### config.mk
export PLATFORM = sky130hd
export DESIGN_NAME = multicycle_controller
export DESIGN_NICKNAME = d
export VERILOG_FILES = /design/src/rtl/multicycle_controller.sv
export SDC_FILE = /design/constraint.sdc
export NUM_CORES = 1
export LEC_CHECK = 0
export CAP_MARGIN = 20
export CORE_MARGIN = 3
export CORE_UTILIZATION = 46
export CTS_BUF_LIST = sky130_fd_sc_hd__clkbuf_4
export CTS_CLUSTER_DIAMETER = 100
export CTS_CLUSTER_SIZE = 10
export DETAILED_ROUTE_END_ITERATION = 16
export MAX_ROUTING_LAYER = met4
export PLACE_DENSITY = 0.86
export SETUP_SLACK_MARGIN = 0.1
export SLEW_MARGIN = 20
export SYNTH_ARGS = -nofsm -noshare
export SYNTH_HDL_FRONTEND = slang
export SYNTH_SLANG_ARGS = --single-unit
### constraint.sdc
create_clock -name clk -period 2.4 [get_ports clk]
set_clock_uncertainty 0.2 [all_clocks]
set_input_delay 0.48 -clock clk [delete_from_list [all_inputs] [get_ports clk]]
set_output_delay 0.48 -clock clk [all_outputs]
set_load 0.1 [all_outputs]
### src/rtl/multicycle_controller.sv
// multicycle_controller
//
// Multi-cycle control FSM for an RV32 subset (R-type, lw, sw, beq) driving a
// shared-ALU / single-memory datapath through fetch, decode, execute, memory
// and writeback. Memory accesses use a request/ready handshake guarded by a
// timeout watchdog.
//
// Optional feature macro: ILLEGAL_TRAP_EN
//   defined   - an unrecognised opcode in DECODE parks the FSM in TRAP with
//               illegal_instr=1 until reset.
//   undefined - an unrecognised opcode executes as a NOP (back to FETCH);
//               illegal_instr is tied 0.
//
// Parameters:
//   TIMEOUT_CYCLES  cycles waited on mem_ready before ERROR (0 = no watchdog)
//   TO_W            wait counter width, must hold TIMEOUT_CYCLES
//
// Ports:
//   clk, rst_n      clock (rising edge), asynchronous active-low reset
//   opcode          IR[6:0], valid from DECODE onward
//   zero            ALU zero flag used by beq
//   mem_ready       memory completes the current access this cycle
//   mem_req/mem_we  memory request / write strobe
//   iord            memory address select: 0=PC, 1=ALUOut
//   ir_write        load IR (combinational: FETCH and mem_ready)
//   pc_write        load PC (combinational: fetch completion or taken beq)
//   pc_src          PC source: 0=ALU result, 1=ALUOut
//   alu_src_a/b     ALU operand selects
//   alu_op          00=add, 01=sub, 10=decode funct
//   reg_write       register file write enable
//   mem_to_reg      writeback source: 0=ALUOut, 1=MDR
//   bus_error       sticky memory-timeout flag
//   illegal_instr   illegal opcode trap flag

module multicycle_controller #(
    parameter int TIMEOUT_CYCLES = 15,
    parameter int TO_W           = 4
) (
    input  logic       clk,
    input  logic       rst_n,
    input  logic [6:0] opcode,
    input  logic       zero,
    input  logic       mem_ready,
    output logic       mem_req,
    output logic       mem_we,
    output logic       iord,
    output logic       ir_write,
    output logic       pc_write,
    output logic       pc_src,
    output logic       alu_src_a,
    output logic [1:0] alu_src_b,
    output logic [1:0] alu_op,
    output logic       reg_write,
    output logic       mem_to_reg,
    output logic       bus_error,
    output logic       illegal_instr
);

    localparam logic [6:0] OP_R   = 7'b0110011;
    localparam logic [6:0] OP_LW  = 7'b0000011;
    localparam logic [6:0] OP_SW  = 7'b0100011;
    localparam logic [6:0] OP_BEQ = 7'b1100011;

    localparam logic [TO_W-1:0] TO_LIMIT = TO_W'(TIMEOUT_CYCLES);

`ifdef ILLEGAL_TRAP_EN
    typedef enum logic [3:0] {
        S_IDLE, S_FETCH, S_DECODE, S_EXEC_R, S_WB_R, S_MEM_ADDR,
        S_MEM_RD, S_MEM_WR, S_WB_MEM, S_BRANCH, S_ERROR, S_TRAP
    } state_t;
`else
    typedef enum logic [3:0] {
        S_IDLE, S_FETCH, S_DECODE, S_EXEC_R, S_WB_R, S_MEM_ADDR,
        S_MEM_RD, S_MEM_WR, S_WB_MEM, S_BRANCH, S_ERROR
    } state_t;
`endif

    // Moore control word, registered so every output is glitch-free and is
    // cleared by the asynchronous reset the moment rst_n falls.
    typedef struct packed {
        logic       mem_req;
        logic       mem_we;
        logic       iord;
        logic       pc_src;
        logic       alu_src_a;
        logic [1:0] alu_src_b;
        logic [1:0] alu_op;
        logic       reg_write;
        logic       mem_to_reg;
        logic       bus_error;
`ifdef ILLEGAL_TRAP_EN
        logic       illegal_instr;
`endif
    } ctrl_t;

    state_t          state;
    state_t          nxt;
    ctrl_t           ctrl_q;
    logic [TO_W-1:0] wait_cnt;
    logic            timed_out;

    function automatic ctrl_t moore_ctrl(input state_t s);
        ctrl_t c;
        c = '0;
        case (s)
            S_FETCH: begin
                c.mem_req   = 1'b1;
                c.alu_src_b = 2'b01;
            end
            S_DECODE: begin
                c.alu_src_b = 2'b11;   // branch target precomputed into ALUOut
            end
            S_EXEC_R: begin
                c.alu_src_a = 1'b1;
                c.alu_op    = 2'b10;
            end
            S_WB_R: begin
                c.reg_write = 1'b1;
            end
            S_MEM_ADDR: begin
                c.alu_src_a = 1'b1;
                c.alu_src_b = 2'b10;
            end
            S_MEM_RD: begin
                c.mem_req = 1'b1;
                c.iord    = 1'b1;
            end
            S_MEM_WR: begin
                c.mem_req = 1'b1;
                c.mem_we  = 1'b1;
                c.iord    = 1'b1;
            end
            S_WB_MEM: begin
                c.reg_write  = 1'b1;
                c.mem_to_reg = 1'b1;
            end
            S_BRANCH: begin
                c.alu_src_a = 1'b1;
                c.alu_op    = 2'b01;
                c.pc_src    = 1'b1;
            end
            S_ERROR: begin
                c.bus_error = 1'b1;
            end
`ifdef ILLEGAL_TRAP_EN
            S_TRAP: begin
                c.illegal_instr = 1'b1;
            end
`endif
            default: c = '0;
        endcase
        return c;
    endfunction

    function automatic logic is_wait(input state_t s);
        return (s == S_FETCH) || (s == S_MEM_RD) || (s == S_MEM_WR);
    endfunction

    // The watchdog fires only when the limit is reached and memory is still
    // not ready; a ready in the same cycle completes the access instead.
    assign timed_out = (TIMEOUT_CYCLES != 0) && (wait_cnt == TO_LIMIT) && !mem_ready;

    always_comb begin
        nxt = state;
        case (state)
            S_IDLE:   nxt = S_FETCH;
            S_FETCH: begin
                if (mem_ready)      nxt = S_DECODE;
                else if (timed_out) nxt = S_ERROR;
            end
            S_DECODE: begin
                case (opcode)
                    OP_R:         nxt = S_EXEC_R;
                    OP_LW, OP_SW: nxt = S_MEM_ADDR;
                    OP_BEQ:       nxt = S_BRANCH;
`ifdef ILLEGAL_TRAP_EN
                    default:      nxt = S_TRAP;
`else
                    default:      nxt = S_FETCH;
`endif
                endcase
            end
            S_EXEC_R:   nxt = S_WB_R;
            S_WB_R:     nxt = S_FETCH;
            S_MEM_ADDR: nxt = (opcode == OP_SW) ? S_MEM_WR : S_MEM_RD;
            S_MEM_RD: begin
                if (mem_ready)      nxt = S_WB_MEM;
                else if (timed_out) nxt = S_ERROR;
            end
            S_MEM_WR: begin
                if (mem_ready)      nxt = S_FETCH;
                else if (timed_out) nxt = S_ERROR;
            end
            S_WB_MEM:   nxt = S_FETCH;
            S_BRANCH:   nxt = S_FETCH;
            S_ERROR:    nxt = S_ERROR;
`ifdef ILLEGAL_TRAP_EN
            S_TRAP:     nxt = S_TRAP;
`endif
            default:    nxt = S_IDLE;
        endcase
    end

    always_ff @(posedge clk or negedge rst_n) begin
        if (!rst_n) begin
            state    <= S_IDLE;
            ctrl_q   <= '0;
            wait_cnt <= '0;
        end else begin
            state  <= nxt;
            ctrl_q <= moore_ctrl(nxt);
            // Any state change (including wait state to wait state) restarts
            // the count; it saturates so a disabled watchdog never wraps.
            if (nxt != state)
                wait_cnt <= '0;
            else if (is_wait(state) && !mem_ready && (wait_cnt != '1))
                wait_cnt <= wait_cnt + TO_W'(1);
        end
    end

    assign mem_req    = ctrl_q.mem_req;
    assign mem_we     = ctrl_q.mem_we;
    assign iord       = ctrl_q.iord;
    assign pc_src     = ctrl_q.pc_src;
    assign alu_src_a  = ctrl_q.alu_src_a;
    assign alu_src_b  = ctrl_q.alu_src_b;
    assign alu_op     = ctrl_q.alu_op;
    assign reg_write  = ctrl_q.reg_write;
    assign mem_to_reg = ctrl_q.mem_to_reg;
    assign bus_error  = ctrl_q.bus_error;

    // Mealy strobes: fetch completion loads IR and PC+4; a taken beq loads
    // the branch target held in ALUOut.
    assign ir_write = (state == S_FETCH) && mem_ready;
    assign pc_write = ir_write || ((state == S_BRANCH) && zero);

`ifdef ILLEGAL_TRAP_EN
    assign illegal_instr = ctrl_q.illegal_instr;
`else
    assign illegal_instr = 1'b0;
`endif

endmodule

== Yosys cells after proc, flatten, opt, wreduce, memory -nomap -nowiden ==
Index checks and enable logic that the tools add are counted.
Operators by class
  muxes and demuxes: 19
  eq/ne operators: 27
  reduce and logical (&&, ||, !) cells: 17
  add/sub/neg operators: 1
Operators with widths (count)
  == test 4 x 3 -> 1 bit (second input constant): 8
  one-hot mux 4 bit (8 select lines): 1
  == test 4 bit (second input constant): 7
  2-to-1 mux 4 bit: 6
  == test 4 x 2 -> 1 bit (second input constant): 4
  == test 7 x 6 -> 1 bit (second input constant): 2
  one-hot mux 4 bit (3 select lines): 1
  2-to-1 mux 1 bit: 9
  == test 4 x 1 -> 1 bit (second input constant): 2
  == test 7 x 2 -> 1 bit (second input constant): 1
  == test 7 bit (second input constant): 1
  one-hot mux 2 bit (3 select lines): 1
  OR reduction 2 bit: 3
  OR reduction 3 bit: 2
  logical AND 1 bit: 5
  adder 4 x 1 -> 4 bit (second input constant): 1
  zero test 4 bit: 1
  inequality test 4 bit: 1
  inequality test 4 bit (second input constant): 1
  one-hot mux 2 bit (2 select lines): 1
  OR reduction 4 bit: 1
  logical OR 1 bit: 3
  nonzero test 2 bit: 1
  zero test 1 bit: 1
Storage, ports and cells
  logic and storage cells: 76
  bits of input ports: 11
  output and inout port bits: 15
  register bits: 20

== Longest topological paths before layout ==
  depth in word-level cells: 8
  gate-level depth with buffers: 7
  mapped depth without buffers: 6

== Worst setup path after synthesis ==
No wires, ideal clock.
  path type: reg2out
  from: register, netlist name wait_cnt[0]
  to: output port pc_write
  slack: -1268 ps
  arrival: 2988 ps
  cell stages (with the launch flop): 8
  cells stage by stage: dfrtp_1 ha_1 and4b_1 o21bai_1 a21oi_1 or3_1 clkbuf_1 o22ai_1
RTL lines
  end: declaration: line 48  | output logic pc_write,

==> impl_summary.txt <==
----------------------------------------------------
[Setup path]
  Kind of capture point of the worst setup path ... output port
  Startpoint-to-endpoint class of the critical path ... in -> out
  Worst-path fanout max ... 5
  Required time at the endpoint of the critical path ... 1720 ps
  CP Data Arrival Time ... between 2000 and 2500 ps
  Critical Path Source Type ... primary input

[Timing]
  Tcrit/Tclk final ... 123%
  Worst hold margin ... 285 ps
  Final number of hold-violating endpoints ... 0
  Count of final max-slew check failures ... 0
  Maximum clock frequency ... approximately 0.34 GHz
  Post-route minimum period ... ~3000 ps
  Number of failing setup endpoints in the final timing report ... 2
  Fin worst setup slack ... -550 ps
  Unrepaired setup endpoints after global routing ... yes
  Final total negative setup slack ... -1000 ps

[Job]
  Total of max-cap violations ... 0

[Synthesis]
  Part of the Yosys area used for sequential elements ... 42.5%
  Post-synth net total ... roughly 130
  Distinct cell type count after synthesis ... 51
  Syn_area_per_cell ... 9.40 sq um
  Post-synthesis async set-or-reset flop share ... 100%
  Number of enable flip-flop cells after synthesis ... 0
  Register bit count reported by yosys ... 19
  Cells after Synth ... 119
  Post-synthesis instance area ... 1120 sq um
  Most used flip-flop cell after synthesis ... sky130_fd_sc_hd__dfrtp_1
  Warning count from the yosys run ... 0

[Detailed routing]
  DR vias ... 1220
  DR vias/cell ... between 5 and 6
  Average detailed-routed wire length per instance ... about 17 um
  Detailed Routing Iterations Pass 1 ... 4
  Number of design rule violations left after detail routing ... 0
  Routed Antenna Nets ... 0
  Total wire length ... 3610 um
  DRC marker count from the first detailed-route iteration ... between 50 and 60

[Final layout]
  Final cell area excluding filler cells ... between 1500 and 2000 sq um
  Area delta synth->final ... 58.8%
  Util after Layout ... 78.8%
  Final net count ... 192
  Commonest cells after routing, fill and taps aside ... 49 x sky130_fd_sc_hd__buf_4, 19 x sky130_fd_sc_hd__dfrtp_1, 11 x sky130_fd_sc_hd__nand2_1
  Diode insertion count for antenna repair ... 0
  Largest registers ... state x4, wait_cnt x4
  Final instance count without filler cells ... 207
  Share of post-route cells with drive strength above 1 ... 44.7%
  Most common cell after layout, fill and taps aside ... sky130_fd_sc_hd__buf_4

[Floorplan]
  Chip Width ... between 50 and 60 um
  Total die area ... 3060 sq um
  Effective utilization at floorplan ... 49.6%
  Number of rows in the core area ... 17
  Core box area ... 2250 sq um
  Vertical extent of the die ... approximately 55 um
  Count of boundary I/O pins ... 26

[GRT]
  Vias in the first global route ... between 1000 and 1500
  GRT Util Overall ... 23.7%
  Wire length of the first global-routing pass ... approximately 5700 um
  Maximum number of pins on one net before global-route repair ... 20
  Total gr overflow ... 0
  Antenna violations before repair ... 0

[Worst hold path]
  Type of the worst min-delay path ... in -> async

[Clocking]
  Cts-stage hold buffer count ... 0
  H-tree levels ... 1
  Clk sink count ... 19
  Cell at the root of the clock tree ... sky130_fd_sc_hd__clkbuf_4
  Worst-skew pair later-pin latency ... 320 ps
  Clock transition at the registers of the reported paths ... 120 ps
  Maximum count of clock buffers along a single path ... 2
  CTS Buf Count ... 3
  TritonCTS clock tree ... done

[Outcome]
  Violated checks ... negative setup slack
  Result of the run ... finished, violations left

[Placed design]
  Pre-CTS setup slack ... -699 ps
  HPWL after detailed placement ... 2360 um
  Last weighted congestion value of the routability-driven placer ... 0.923
  I/O Buffers ... 24
  Placement-stage cell area ... 1580 sq um
  Count of placed standard cells including taps ... 193

[Power]
  Largest voltage drop on the vdd net ... 1.12 mV
  Leakage ... 0.831 nW
  Power density normalized to cell area ... 1230 nW/um^2
  Total chip power ... 2.19 mW

----------------------------------------------------
[critical path, stage by stage]
cell	delay, ps
sky130_fd_sc_hd__clkdlybuf4s50_1	460
sky130_fd_sc_hd__nor4bb_4	330
sky130_fd_sc_hd__a31oi_2	160
sky130_fd_sc_hd__o2bb2ai_2	200
sky130_fd_sc_hd__buf_6	150
sky130_fd_sc_hd__nand2_4	80
sky130_fd_sc_hd__o22ai_4	210
sky130_fd_sc_hd__buf_12	200
[cell usage after synthesis, drive strengths merged (2+ instances only)]
| cell | number | area [sq um] |
|---|---|---|
| o211ai | 3 | 22.5 |
| nor3 | 3 | 20.0 |
| a31oi | 3 | 18.8 |
| clkbuf | 2 | 7.51 |
| or3 | 3 | 23.8 |
| buf | 5 | 42.5 |
| nand4bb | 2 | 22.5 |
| or2 | 2 | 12.5 |
| nor2b | 3 | 18.8 |
| o21ai | 3 | 15.0 |
| inv | 5 | 18.8 |
| nor2 | 13 | 51.3 |
| xor2 | 2 | 17.5 |
| nand2 | 12 | 45.0 |
| nand2b | 3 | 18.8 |
| or3b | 2 | 20.0 |
| o21bai | 3 | 22.5 |
| dfrtp | 19 | 475 |
| nand3 | 2 | 10.0 |
| a21oi | 6 | 30.0 |
[power by group]
group / switching (mW) / internal, mW
clock: 0.116 / 0.0626
sequential: 0.0675 / 0.392
combinational: 0.926 / 0.629
[metal layers]
layer  vias up  track usage, %  wire, um
met3        19            3.50       176
met1       604            27.2      1430
met2        56            41.7      1850
met5         -               -         0
li1        541               -         -
met4         0            8.68       150
[final timing paths]
check	start	end	slack [ps]	depth (start not counted)
setup reg to reg	wait_cnt[1]	alu_src_b[0]	80	10
setup / recovery	opcode[2]	pc_write	-550	8
min in group clk	wait_cnt[2]	wait_cnt[2]	520	3
max in group asynchronous	rst_n	alu_op[1]	1500	2
hold / removal	rst_n	mem_req	280	2
hold reg to reg	wait_cnt[2]	wait_cnt[2]	520	3
[cells by family after synthesis]
logic type / after synthesis / synth area share (%)
flip-flops: 19 / 42.5
other: 1 / 0.335
XOR/XNOR: 3 / 2.35
adder cells (fa/ha/maj): 1 / 1.12
AND/OR/NAND/NOR: 50 / 25.4
AO/OA/AOI/OAI: 32 / 21.3
multiplexers: 1 / 0.895
buffers and inverters: 12 / 6.15
[what timing repair did]
item,CTS,global route
resized for setup,8,12
endpoints found under the setup margin,4,7
setup buffers,6,6
cloned,0,0
pin swaps,11,11
[cell type report]
cell class | instances | area, sq um
Multi-Input combinational cell | 88 | 686
Timing Repair Buffer | 63 | 534
Fill cell | 150 | 478
Sequential cell | 19 | 475
Tap cell | 28 | 35.0
Clock buffer | 3 | 22.5
Inverter | 5 | 18.8
Clock inverter | 1 | 5.00
(Power assumes the default switching activity.)
